[src/rtl/aes_out_monitor.sv]
`default_nettype none
// =============================================================================
// Module   : aes_out_monitor
// Brief    : Latency-matched valid tracker, completion counter, signature and
//            output FIFO for the pipelined aes_128 core.
//            Optional signature logic is enabled by AES_MON_SIGNATURE_EN.
// Revision : 1.0 - initial release
// =============================================================================
module aes_out_monitor #(
   parameter int DATA_WIDTH  = 128,
   parameter int LATENCY     = 21,
   parameter int FIFO_DEPTH  = 4,
   parameter int COUNT_WIDTH = 32
) (
   input  logic                   clk,
   input  logic                   rst,
   input  logic                   start,
   input  logic [COUNT_WIDTH-1:0] num_tests,
   input  logic                   in_valid,
   input  logic [DATA_WIDTH-1:0]  aes_out,
   output logic                   out_valid,
   output logic [DATA_WIDTH-1:0]  out_data,
   input  logic                   out_ready,
   output logic [COUNT_WIDTH-1:0] done_count,
   output logic [DATA_WIDTH-1:0]  signature,
   output logic                   busy,
   output logic                   done,
   output logic                   overflow
);

   localparam int PTR_W = $clog2(FIFO_DEPTH);

   typedef enum logic [1:0] {
      ST_IDLE = 2'd0,
      ST_RUN  = 2'd1,
      ST_DONE = 2'd2
   } state_t;

   state_t                 state_q, state_d;
   logic [COUNT_WIDTH-1:0] target_q, target_d;
   logic [COUNT_WIDTH-1:0] count_q, count_d;
   logic [LATENCY-1:0]     delay_q, delay_d;
   logic [PTR_W:0]         wr_ptr_q, wr_ptr_d;
   logic [PTR_W:0]         rd_ptr_q, rd_ptr_d;
   logic                   overflow_q, overflow_d;
   logic [DATA_WIDTH-1:0]  mem_q [FIFO_DEPTH];

   logic tap, accept, load_in, fifo_empty, fifo_full, pop, push;

   assign tap        = delay_q[LATENCY-1];
   assign accept     = tap && (state_q == ST_RUN) && (count_q < target_q) && !start;
   assign load_in    = in_valid && (state_q == ST_RUN);
   assign fifo_empty = (wr_ptr_q == rd_ptr_q);
   assign fifo_full  = (wr_ptr_q[PTR_W] != rd_ptr_q[PTR_W]) &&
                       (wr_ptr_q[PTR_W-1:0] == rd_ptr_q[PTR_W-1:0]);
   assign pop        = !fifo_empty && out_ready && !start;
   // A pop frees the slot on the same edge, so a full FIFO still takes the push.
   assign push       = accept && (!fifo_full || pop);

   generate
      if (LATENCY == 1) begin : g_delay_1
         assign delay_d[0] = start ? 1'b0 : load_in;
      end else begin : g_delay_n
         assign delay_d = start ? '0 : {delay_q[LATENCY-2:0], load_in};
      end
   endgenerate

   always_comb begin
      state_d    = state_q;
      target_d   = target_q;
      count_d    = count_q;
      overflow_d = overflow_q;
      wr_ptr_d   = wr_ptr_q;
      rd_ptr_d   = rd_ptr_q;
      if (start) begin
         target_d   = num_tests;
         count_d    = '0;
         overflow_d = 1'b0;
         wr_ptr_d   = '0;
         rd_ptr_d   = '0;
         state_d    = (num_tests == '0) ? ST_DONE : ST_RUN;
      end else begin
         if (pop) begin
            rd_ptr_d = rd_ptr_q + (PTR_W+1)'(1);
         end
         if (push) begin
            wr_ptr_d = wr_ptr_q + (PTR_W+1)'(1);
         end
         if (accept) begin
            count_d = count_q + COUNT_WIDTH'(1);
            if (fifo_full && !pop) begin
               overflow_d = 1'b1;
            end
            if (count_d == target_q) begin
               state_d = ST_DONE;
            end
         end
      end
   end

   always_ff @(posedge clk or posedge rst) begin
      if (rst) begin
         state_q    <= ST_IDLE;
         target_q   <= '0;
         count_q    <= '0;
         delay_q    <= '0;
         wr_ptr_q   <= '0;
         rd_ptr_q   <= '0;
         overflow_q <= 1'b0;
      end else begin
         state_q    <= state_d;
         target_q   <= target_d;
         count_q    <= count_d;
         delay_q    <= delay_d;
         wr_ptr_q   <= wr_ptr_d;
         rd_ptr_q   <= rd_ptr_d;
         overflow_q <= overflow_d;
      end
   end

   // Storage needs no reset: out_data is masked while the FIFO is empty.
   always_ff @(posedge clk) begin
      if (push) begin
         mem_q[wr_ptr_q[PTR_W-1:0]] <= aes_out;
      end
   end

`ifdef AES_MON_SIGNATURE_EN
   logic [DATA_WIDTH-1:0] sig_q, sig_d;

   always_comb begin
      sig_d = sig_q;
      if (start) begin
         sig_d = '0;
      end else if (accept) begin
         sig_d = {sig_q[DATA_WIDTH-2:0], sig_q[DATA_WIDTH-1]} ^ aes_out;
      end
   end

   always_ff @(posedge clk or posedge rst) begin
      if (rst) begin
         sig_q <= '0;
      end else begin
         sig_q <= sig_d;
      end
   end

   assign signature = sig_q;
`else
   assign signature = '0;
`endif

   assign out_valid  = !fifo_empty;
   assign out_data   = fifo_empty ? '0 : mem_q[rd_ptr_q[PTR_W-1:0]];
   assign done_count = count_q;
   assign busy       = (state_q == ST_RUN);
   assign done       = (state_q == ST_DONE);
   assign overflow   = overflow_q;

endmodule
`default_nettype wire
[config.mk]
export PLATFORM = sky130hd
export DESIGN_NAME = aes_out_monitor
export DESIGN_NICKNAME = d
export VERILOG_FILES = /design/src/rtl/aes_out_monitor.sv
export SDC_FILE = /design/constraint.sdc
export NUM_CORES = 1
export LEC_CHECK = 0
export CORE_ASPECT_RATIO = 1.5
export CORE_MARGIN = 2
export CORE_UTILIZATION = 53
export CTS_CLUSTER_SIZE = 8
export DETAILED_ROUTE_END_ITERATION = 12
export PLACE_DENSITY_LB_ADDON = 0.15
export SYNTH_ARGS = -nofsm -noshare
export SYNTH_HDL_FRONTEND = slang
export SYNTH_SLANG_ARGS = --single-unit
[constraint.sdc]
create_clock -name clk -period 7.6 [get_ports clk]
set_input_delay 0.76 -clock clk [delete_from_list [all_inputs] [get_ports clk]]
set_output_delay 0.76 -clock clk [all_outputs]
set_load 0.005 [all_outputs]
# Word level (Yosys, flattened, before mapping)
# Memory sizes are Yosys's and may differ from the RTL's.
# Index checks and enable logic that the tools add are counted.
dict set report totals {
  ff_bits 94
  mem_bits_rw 512
  inputBits 165
  out_inout_bits 292
  word_cells 57
  memories 1
}
# name depth width rd rd_ports_with_merged_regs wr line
set memory_table {}
lappend memory_table {mem_q 4 128 1 0 1 46} ;# logic [DATA_WIDTH-1:0] mem_q [FIFO_DEPTH];
dict set report classes {
  n_addsub 3
  n_lt_le_gt_ge 1
  eq_ne 6
  n_mux 17
  n_reduce_logical 22
}
# op count
set ops {}
lappend ops {{$mux W128} 1}
lappend ops {{$mux W32} 2}
lappend ops {{$add A32 B1 Y32 const B} 1}
lappend ops {{$eq A32 B32 Y1} 1}
lappend ops {{$logic_not A32 Y1} 1}
lappend ops {{$lt A32 B32 Y1} 1}
lappend ops {{$mux W21} 1}
lappend ops {{$mux W3} 4}
lappend ops {{$reduce_bool A2 Y1} 5}
lappend ops {{$logic_and A1 B1 Y1} 9}
lappend ops {{$mux W2} 4}
lappend ops {{$add A3 B1 Y3 const B} 2}
lappend ops {{$mux W1} 5}
lappend ops {{$logic_not A1 Y1} 4}
lappend ops {{$reduce_and A2 Y1} 2}
lappend ops {{$eq A3 B3 Y1} 1}
lappend ops {{$eq A2 B1 Y1 const B} 1}
lappend ops {{$eq A2 B2 Y1} 1}
lappend ops {{$eq A2 B2 Y1 const B} 1}
lappend ops {{$logic_or A1 B1 Y1} 1}
lappend ops {{$ne A1 B1 Y1} 1}

# Logic depth before layout (Yosys ltp)
# Gate-level depths: netlist (run 1).
dict set report logic_depth {
  word_depth 9
  ltp_mapped 11
  ltp_nobuf 9
}

# Worst setup path before layout (run 1)
# Ideal clock, no wire load.
dict set report synth_timing {
  path_kind {register -> register}
  start {reg count_q[10], in the netlist done_count[10]}
  end {mem mem_q[0][0] (enable)}
  setup_time_ps 503
  t_arrival_ps 5188
  required_time_ps 7097
  path_slack_ps 1909
  stages_incl_launch_ff 9
  path_buffers 0
  synth_period_minus_slack_ps 5691
  cell_sequence {dfrtp_1 > ha_1 > a21o_1 > a221o_1 > a221oi_1 > o21ai_1 > o21a_1 > nor3_2 > and3_1}
}
dict set report synth_via {
  elab_chain_cells 6
}
# item line
set synth_rtl {}
lappend synth_rtl {{start, declared} 41} ;# logic [COUNT_WIDTH-1:0] count_q, count_d;
lappend synth_rtl {{start signal, assigned} 113} ;# count_q <= count_d;
lappend synth_rtl {{$lt A32 B32 Y1} 51} ;# assign accept = tap && (state_q == ST_RUN) && (count_q < target_q) && !start;
lappend synth_rtl {{$logic_and A1 B1 Y1 (2 in a row)} 51}
lappend synth_rtl {{$logic_and A1 B1 Y1} 58} ;# assign push = accept && (!fifo_full || pop);
lappend synth_rtl {{$mux W1} 123} ;# if (push) begin
lappend synth_rtl {{$mux W1 (implied by the code)} 124} ;# mem_q[wr_ptr_q[PTR_W-1:0]] <= aes_out;
lappend synth_rtl {{end, declared} 46}
# No other way between the ends.

# Worst setup path in the final report (run 1)
dict set report layout_timing {
  start {reg rd_ptr_q[1]}
  end {out out_data[89]}
}
dict set report layout_via {
  elab_chain_cells 2
  word_cells_on_any_way 3
  cone_classes {1 x eq/ne; 1 x mux; 1 x memory}
}
# item line
set layout_rtl {}
lappend layout_rtl {{start, declared} 44} ;# logic [PTR_W:0] rd_ptr_q, rd_ptr_d;
lappend layout_rtl {{start signal, assigned} 116} ;# rd_ptr_q <= rd_ptr_d;
lappend layout_rtl {{$mem_v2 Z4 W128 / $eq A3 B3 Y1 (equally long branches)} n/a}
lappend layout_rtl {{$mux W128 *} 154} ;# assign out_data = fifo_empty ? '0 : mem_q[rd_ptr_q[PTR_W-1:0]];
lappend layout_rtl {{end, declared} 22} ;# output logic [DATA_WIDTH-1:0] out_data,
# Every way passes the cells marked *; elsewhere a longest branch is shown, timed or not.

==> results.py, run 1 <==
metrics = {
    "outcome": {
        "outcome": "complete, no violations",
    },
    "critical_path": {
        "worstSetupEndpointType": "output pin",
        "critPathRequiredTime_ns": 6.84,
        "worstPathArrival_ns": 3.94,
        "critPathKind": "flip-flop to output pin",
        "critPathLaunch": "rd_ptr_q[1]$_DFFE_PP0P_",
        "rr_endpoint": "mem_q[1][5]$_DFFE_PP_",
        "start_kind": "flip-flop",
        "cp_max_fo": 57,
        "r2r_slack_ns": 3.23,
        "reg2reg_from": "done_count[11]$_DFFE_PP0P_",
        "reg2regPathDepth": 9,
    },
    "synthesis": {
        "synth.cell_area_mm2": 0.0263,
        "synth-main-ff-cell": "edfxtp_1",
        "synthArstFlopShare_pct": 15.5,
        "yosys_warnings": 0,
        "synth_edf_count": 512,
        "synth.distinct_cells": 67,
        "yosysSeqAreaShare_pct": 67.4,
        "syn_avg_cell_area_um2": 16.4,
        "ys_ff_latch": 606,
        "synth_cells": 1607,
    },
    "pwr": {
        "p_per_area_mw_per_mm2": 226,
        "p_leak_nw": 11.1,
        "peakVddDrop_mv": 0.239,
    },
    "timing": {
        "fmax_mhz": 213,
        "skew_ns": 0.0250,
        "maxSlewHeadroom_pct": 30.1,
        "tns_ns": 0,
        "rsz0062_at_grt": "no",
        "fin_crit_ns": 4.70,
        "fin_crit_sh_pct": 61.9,
        "hold_viol": 0,
        "worstMarginPinSlew_ns": 1.03,
        "final-setup-viol-count": 0,
        "maxSlewViolCount": 0,
        "finalWorstSetupSlack_ns": 2.90,
    },
    "detailed_routing": {
        "drcViolationCount": 0,
        "vias_per_cell": 5.49,
        "drt.antenna.violating_nets": 0,
        "drt_iter0_markers": 731,
        "firstDrtPassIters": 5,
        "wl_per_cell_um": 22.4,
        "routed_wl_um": 59500,
        "via_count": 14577,
    },
    "final_layout": {
        "final_common_cell": "edfxtp_1",
        "final_layout_size_suffix_gt1_share_pct": 13.3,
        "stdcell_area_mm2": 0.0321,
        "fin_nets": 2153,
        "fin_cells": 2656,
        "nFillCells": 3553,
        "multiInputGateArea_mm2": 0.00759,
        "regArea_mm2": 0.0177,
        "area_growth_pct": 22.1,
        "mostFrequentLayoutCells": "512 x edfxtp_1, 327 x clkdlybuf4s50_1, 128 x mux4_2, 128 x and2_1, 128 x conb_1",
    },
    "clocking": {
        "clock-sinks": 606,
        "cts_setup_buffers": 0,
        "cts_resized": 0,
        "clk_pin_slew_worst_paths_ns": 0.05,
        "clockBufferDepth": 3,
        "cts_tree": "done",
        "cts-buffers-inserted": 85,
        "insertion_delay_ns": 0.62,
        "cts_htree_levels": 3,
        "clockRootBuffer": "clkbuf_16",
        "hold_buffers": 0,
    },
    "flow_run": {
        "maxCapViolations": 0,
    },
    "floorplan": {
        "die_h_um": 277,
        "core.rowCount": 100,
        "die_w_um": 186,
        "coreArea_mm2": 0.0493,
        "io_pins": 457,
        "die_area_mm2": 0.0515,
        "start_util_pct": 53.4,
    },
    "place": {
        "dp_slack_ns": 3.24,
        "port_buffers": 328,
        "gp_congestion": 0.911,
        "hpwl_um": 37700,
        "place_area_mm2": 0.0298,
        "dp.cells": 2526,
    },
    "grt": {
        "grt_pass1_vias": 15073,
        "grt_usage_pct": 23.3,
        "grt_max_degree": 103,
        "overflow": 0,
        "grt_first_pass_wirelength_um": 89400,
        "antenna_found_initial": 7,
    },
    "worst_hold_path": {
        "whs_endpoint": "delay_q[18]$_DFF_PP0_",
        "worstHoldPathCells": 1,
        "holdCritStartpoint": "delay_q[17]$_DFF_PP0_",
        "hold_path.class": "flip-flop to flip-flop",
    },
}
==> how the worst max path moves through the flow <==
stage | depth (start not counted) | endpoint
after detailed placement | 9 | mem_q[1][85]$_DFFE_PP_
after floorplan | 8 | mem_q[0][0]$_DFFE_PP_
after global routing | 5 | out_data[89]
after global placement | 9 | mem_q[1][123]$_DFFE_PP_
final | 5 | out_data[89]
after CTS | 5 | out_data[97]
==> per-layer routing <==
layer	GRT usage, %	part of all wire [%]	up-vias
li1	-	-	6560
met1	28.2	37	7420
met2	39.4	52	472
met3	5.22	6.4	117
met4	11.2	3.8	8
met5	0	0.096	-
==> cells in the mapped netlist, types with 2 or more instances <==
cell type	number	share of area, %
mux4_2	128	11
inv_1	40	0.57
ha_1	38	1.8
and2_1	128	3.0
buf_2	8	0.15
xor2_1	25	0.83
mux2i_1	2	0.076
o21ai_0	45	0.86
edfxtp_1	512	58
buf_6	7	0.30
or4_1	17	0.48
mux2_2	8	0.34
o21a_1	4	0.11
xnor2_1	29	0.97
o31ai_1	17	0.48
a31oi_1	3	0.071
o41ai_1	6	0.20
nor2b_1	35	0.83
nand4_1	19	0.45
a211oi_1	6	0.17
and3_1	8	0.19
and4_1	7	0.23
nand2_1	52	0.74
and3_2	2	0.057
a21oi_1	30	0.57
mux2_1	3	0.13
buf_4	130	3.7
nand4b_1	7	0.23
nor3_1	9	0.17
or2_2	2	0.048
nor2_1	29	0.41
a21o_1	11	0.31
or3_1	2	0.048
buf_1	15	0.21
nand3_1	30	0.57
nor4_1	16	0.38
dfrtp_1	94	8.9
clkbuf_1	53	0.76
o21ai_1	2	0.038
==> state kept, by name (all words and copies together) (netlist names) <==
register,flops
delay_q,21
overflow,1
rd_ptr_q,3
mem_q,512
wr_ptr_q,3
target_q,32
done_count,32
state_q,2
==> worst max-delay path: stages, from the launching register on <==
cell and delay, ns:
dfrtp_4 0.79, buf_4 0.60, buf_4 0.75, mux4_2 0.43, and2_1 0.20, clkdlybuf4s50_1 0.47
==> final cells by class <==
cell class | instances | share of cell area [%]
multi-input combinational | 874 | 23.6
clock buffer | 121 | 7.11
clock inverter | 5 | 0.179
timing repair buffer | 343 | 10.8
sequential | 606 | 55.2
tap | 663 | 2.58
antenna | 4 | 0.0312
inverter | 40 | 0.471
==> logic make-up (layout without fill, tap and decap cells) <==
kind of cell             count (synthesis)  after routing  share of synthesized area, %
AND/OR/NAND/NOR                        376            376                          8.52
multiplexers                           141            141                          11.5
flip-flops                             606            606                          67.4
adder cells (fa/ha/maj)                 38             38                          1.81
AO/OA/AOI/OAI                          137            137                          3.27
buffers and inverters                  254            509                          5.73
XOR/XNOR                                54             54                          1.80
other                                    1            132                        0.0143
==> stage by stage <==
stage / hold WS [ns] / power, mW / util (%)
final: 0.459 / 7.25 / 65.1
after global routing: 0.481 / 7.46 / 65.1
after CTS: 0.455 / 7.31 / 65.1
after detailed placement: 0.449 / 3.94 / 60.4
after global placement: 0.447 / 3.94 / 60.4
after floorplan: 0.439 / 3.84 / -
==> power by group <==
part / total, mW / switching, mW / leakage (nW) / internal [mW]
combinational: 0.242 / 0.129 / 4.17 / 0.113
sequential: 3.64 / 0.0131 / 5.84 / 3.63
clock: 3.36 / 1.31 / 1.13 / 2.05
total: 7.25 / 1.45 / 11.1 / 5.79
No activity file was read; power rests on OpenSTA's default activity.
==> run 2: changes to the inputs <==
- clock period: 7.6 -> 4.7 ns (I/O delays scaled with it)
==> results.py, run 2 (synthesis gave the netlist of run 1 again) <==
metrics = {
    "outcome": {
        "outcome": "complete, no violations",
    },
    "grt": {
        "antenna_found_initial": 11,
        "grt_usage_pct": 24.0,
        "overflow": 0,
        "grt_first_pass_wirelength_um": 91900,
        "grt_pass1_vias": 15550,
        "grt_max_degree": 81,
    },
    "clocking": {
        "cts_tree": "done",
        "cts_htree_levels": 3,
        "cts_setup_buffers": 0,
        "cts_resized": 0,
        "clockRootBuffer": "clkbuf_16",
        "hold_buffers": 0,
        "cts-buffers-inserted": 85,
        "clk_pin_slew_worst_paths_ns": 0.06,
        "clock-sinks": 606,
        "insertion_delay_ns": 0.61,
        "clockBufferDepth": 3,
    },
    "timing": {
        "final-setup-viol-count": 0,
        "fmax_mhz": 251,
        "fin_crit_sh_pct": 84.8,
        "worstMarginPinSlew_ns": 1.05,
        "maxSlewHeadroom_pct": 28.7,
        "skew_ns": 0.0218,
        "fin_crit_ns": 3.98,
        "finalWorstSetupSlack_ns": 0.715,
        "tns_ns": 0,
        "hold_viol": 0,
        "maxSlewViolCount": 0,
        "rsz0062_at_grt": "no",
        "hold_ws_ns": 0.325,
    },
    "place": {
        "hpwl_um": 40400,
        "dp_slack_ns": 0.860,
        "gp_congestion": 0.953,
        "dp.cells": 2541,
        "port_buffers": 328,
    },
    "detailed_routing": {
        "firstDrtPassIters": 5,
        "drt_iter0_markers": 938,
        "wl_per_cell_um": 22.9,
        "vias_per_cell": 5.53,
        "routed_wl_um": 61000,
        "drcViolationCount": 0,
        "via_count": 14745,
        "drt.antenna.violating_nets": 0,
    },
    "pwr": {
        "power_mw": 11.7,
        "peakVddDrop_mv": 0.379,
        "comb_power_share_pct": 3.4,
        "seqPwrFrac_pct": 50.3,
        "p_switching_mw": 2.33,
        "p_clk_share_pct": 46.3,
        "intPower_mw": 9.37,
        "switching_share_pct": 19.9,
        "p_per_area_mw_per_mm2": 363,
        "p_leak_nw": 11.2,
    },
    "critical_path": {
        "critPathRequiredTime_ns": 4.23,
        "cp_max_fo": 63,
        "worstSetupEndpointType": "output pin",
        "cpPeakStageDelay_ns": 0.72,
        "worstPathArrival_ns": 3.51,
        "start_kind": "flip-flop",
        "critPathKind": "flip-flop to output pin",
        "critPathBufInv": 2,
        "cp_cell_sequence": "xnor2_1, nand3_4, buf_12, and2_1, clkdlybuf4s50_1",
        "critPathSlowestCell": "dfrtp_4",
        "crit_family": "buffers and inverters",
    },
    "floorplan": {
        "io_pins": 457,
        "die_area_mm2": 0.0515,
        "die_h_um": 277,
        "core.rowCount": 100,
        "start_util_pct": 53.4,
        "die_w_um": 186,
        "coreArea_mm2": 0.0493,
    },
    "final_layout": {
        "area_growth_pct": 22.7,
        "final_layout_size_suffix_gt1_share_pct": 14.0,
        "fin_nets": 2168,
        "fin_cells": 2665,
        "final_common_cell": "edfxtp_1",
        "mostFrequentLayoutCells": "512 x edfxtp_1, 327 x clkdlybuf4s50_1, 128 x mux4_2, 128 x and2_1, 128 x conb_1",
        "largest_reg_flops": 512,
    },
    "worst_hold_path": {
        "hold_path.class": "primary input to async pin",
    },
    "flow_run": {
        "maxCapViolations": 0,
    },
}
==> run 2: changes by cell type in the layout (fill, tap and decap cells not counted), sizes merged <==
cell | before | now
buf | 16 | 31
clkinv | 3 | 4
inv | 42 | 40
diode | 4 | 7
clkbuf | 121 | 113
==> run 2: through the flow <==
step / cell area, µm² / utilization [%]
6_report: 32300 / 65.5
5_1_grt: 32300 / 65.5
4_1_cts: 32300 / 65.4
3_5_place_dp: 29900 / 60.7
3_3_place_gp: 29900 / 60.7
2_1_floorplan: 26800 / -
==> run 2: worst register-to-register path: cells and delay by family, from the launching register on <==
kind,cells,cell delay (ns)
flops,1,0.47
compound gates,5,1.22
buf+inv,1,0.45
fa+ha+maj,1,0.35
simple gates,2,1.01
==> run 2: worst paths after layout <==
kind | from | endpoint | slack (ns) | cells past startpoint
max | rd_ptr_q[1]$_DFFE_PP0P_ | out_data[110] | 0.72 | 5
min | rst | done_count[25]$_DFFE_PP0P_ | 0.32 | 2
max reg2reg | done_count[10]$_DFFE_PP0P_ | mem_q[0][13]$_DFFE_PP_ | 0.84 | 9
min reg2reg | delay_q[3]$_DFF_PP0_ | delay_q[4]$_DFF_PP0_ | 0.46 | 1
max in group asynchronous | rst | target_q[11]$_DFFE_PP0P_ | 3.33 | 3
min in group clk | start | overflow$_DFFE_PP0P_ | 0.39 | 2
==> run 2: per-layer routing <==
layer | routed length (µm) | global-route usage [%]
met5 | 48 | 0
met4 | 2410 | 11.9
met3 | 3770 | 4.91
met2 | 32400 | 41.2
met1 | 22400 | 28.7
==> run 2: power groups by stage <==
stage | combinational (mW) | sequential [mW] | clock, mW
final | 0.397 | 5.89 | 5.41
after detailed placement | 0.395 | 5.99 | 0
after CTS | 0.397 | 5.89 | 5.50
after global placement | 0.385 | 5.99 | 0
after floorplan | 0.228 | 5.99 | 0
after global routing | 0.439 | 5.89 | 5.72
==> run 2: final cells by class <==
class	count	area, µm²
fill	3554	17000
tap	663	830
inverter	40	151
multi-input combinational	874	7590
timing repair buffer	358	3620
sequential	606	17700
clock buffer	113	2270
antenna	7	17.5
clock inverter	4	56.3
==> run 3: changes to the inputs <==
- clock period: 4.7 -> 3.9 ns (I/O delays scaled with it)
==> results.py, run 3 (synthesis gave the netlist of run 1 again) <==
metrics = {
    "final_layout": {
        "final_common_cell": "edfxtp_1",
        "regArea_mm2": 0.0177,
        "mostFrequentLayoutCells": "512 x edfxtp_1, 327 x clkdlybuf4s50_1, 128 x mux4_2, 128 x and2_1, 128 x conb_1",
        "stdcell_area_mm2": 0.0324,
        "nFillCells": 3525,
        "fin_cells": 2669,
        "area_growth_pct": 23.1,
        "largest_reg_flops": 512,
        "finalCoreUtilization_pct": 65.7,
        "fin_nets": 2170,
        "final_layout_size_suffix_gt1_share_pct": 14.2,
        "multiInputGateArea_mm2": 0.00759,
    },
    "detailed_routing": {
        "firstDrtPassIters": 7,
        "drt_iter0_markers": 823,
        "routed_wl_um": 61300,
        "wl_per_cell_um": 23.0,
        "vias_per_cell": 5.52,
        "via_count": 14721,
        "drcViolationCount": 0,
        "drt.antenna.violating_nets": 0,
    },
    "pwr": {
        "p_leak_nw": 11.3,
        "p_per_area_mw_per_mm2": 437,
        "peakVddDrop_mv": 0.457,
        "power_mw": 14.2,
    },
    "timing": {
        "skew_ns": 0.0187,
        "maxSlewViolCount": 0,
        "worstMarginPinSlew_ns": 1.00,
        "fin_crit_ns": 3.47,
        "fin_crit_sh_pct": 88.9,
        "fmax_mhz": 288,
        "rsz0062_at_grt": "no",
        "final-setup-viol-count": 0,
        "maxSlewHeadroom_pct": 33.0,
        "hold_ws_ns": 0.321,
        "hold_viol": 0,
        "finalWorstSetupSlack_ns": 0.432,
        "tns_ns": 0,
    },
    "floorplan": {
        "die_h_um": 277,
        "start_util_pct": 53.4,
        "io_pins": 457,
        "die_w_um": 186,
        "core.rowCount": 100,
        "die_area_mm2": 0.0515,
        "coreArea_mm2": 0.0493,
    },
    "worst_hold_path": {
        "whs_endpoint": "done_count[19]$_DFFE_PP0P_",
        "worstHoldPathCells": 2,
        "hold_path.class": "primary input to flip-flop",
        "holdCritStartpoint": "start",
    },
    "grt": {
        "grt_first_pass_wirelength_um": 92200,
        "grt_max_degree": 131,
        "grt_use_met3_pct": 6.25,
        "grtUsageMet1_pct": 28.4,
        "antenna_found_initial": 14,
        "grt_pass1_vias": 15493,
        "grt_usage_pct": 24.1,
        "overflow": 0,
        "gr-usage-met2_pct": 41.3,
        "grt_most_used_layer": "met2",
    },
    "clocking": {
        "clockRootBuffer": "clkbuf_16",
        "cts_setup_buffers": 0,
        "cts_resized": 0,
        "cts-buffers-inserted": 85,
        "hold_buffers": 0,
        "clk_pin_slew_worst_paths_ns": 0.06,
        "insertion_delay_ns": 0.61,
        "cts_htree_levels": 3,
        "cts_tree": "done",
        "clock-sinks": 606,
        "clockBufferDepth": 3,
    },
    "place": {
        "hpwl_um": 39500,
        "dp_slack_ns": 0.480,
        "dp.cells": 2543,
        "gp_congestion": 0.905,
        "port_buffers": 328,
        "place_area_mm2": 0.0300,
    },
    "critical_path": {
        "r2r_slack_ns": 0.43,
        "critPathKind": "flip-flop to flip-flop",
        "crit_family": "compound AO/OA/AOI/OAI gates",
        "worstSetupEndpointType": "flip-flop",
        "critPathSlowestCell": "dfrtp_1",
        "critPathBufInv": 2,
        "cp_max_fo": 45,
        "start_kind": "flip-flop",
        "reg2reg_from": "done_count[11]$_DFFE_PP0P_",
        "cpPeakStageDelay_ns": 0.47,
        "cp_cell_sequence": "ha_1, and3_1, a221o_1, a221oi_1, o21ai_1, o21a_1, nor3_2, buf_4, and3_4, buf_12",
        "critPathRequiredTime_ns": 4.18,
        "rr_endpoint": "mem_q[1][43]$_DFFE_PP_",
        "worstPathArrival_ns": 3.74,
        "reg2regPathDepth": 10,
    },
    "outcome": {
        "outcome": "complete, no violations",
    },
    "flow_run": {
        "maxCapViolations": 0,
    },
}
run 3: cell types whose count changed in the layout (fill, tap and decap cells not counted):
| cell | delta |
|---|---|
| buf_12 | +5 |
| buf_4 | -3 |
| clkbuf_1 | -2 |
| clkinv_16 | +1 |
| clkinv_8 | -1 |
| diode_2 | +2 |
| inv_16 | +1 |
| inv_6 | +1 |
| nor4bb_1 | +1 |
| nor4bb_2 | -1 |
run 3: area by class of cell:
cell class	instances	area share [%]
diodes	9	0.0695
clock buffers	111	7.00
clock inverters	6	0.305
inverters	40	0.467
multi-input cells	874	23.4
flip-flops and latches	606	54.8
well taps	663	2.56
repair buffers	360	11.4
run 3: worst max-delay path by stage:
stage / start / to / slack (ns) / cells after the start
finish: done_count[11]$_DFFE_PP0P_ / mem_q[1][43]$_DFFE_PP_ / 0.43 / 10
floorplan: done_count[10]$_DFFE_PP0P_ / mem_q[0][0]$_DFFE_PP_ / -0.34 / 8
global placement: done_count[10]$_DFFE_PP0P_ / mem_q[1][39]$_DFFE_PP_ / 0.47 / 10
detailed placement: done_count[10]$_DFFE_PP0P_ / mem_q[1][40]$_DFFE_PP_ / 0.48 / 10
global route: done_count[10]$_DFFE_PP0P_ / mem_q[3][38]$_DFFE_PP_ / 0.32 / 10
CTS: rd_ptr_q[0]$_DFFE_PP0P_ / out_data[81] / 0.43 / 5
run 3: per-layer routing:
| layer | vias up | part of all wire [%] |
|---|---|---|
| met5 | - | 0.13 |
| met4 | 12 | 3.7 |
| met3 | 134 | 6.7 |
| met2 | 484 | 53 |
| met1 | 7493 | 36 |
| li1 | 6598 | - |
run 3: power breakdown:
| part | internal, mW | switching, mW | total, mW |
|---|---|---|---|
| sequential | 7.08 | 0.0245 | 7.10 |
| combinational | 0.220 | 0.258 | 0.478 |
| clock | 4.02 | 2.57 | 6.58 |
| total | 11.3 | 2.85 | 14.2 |
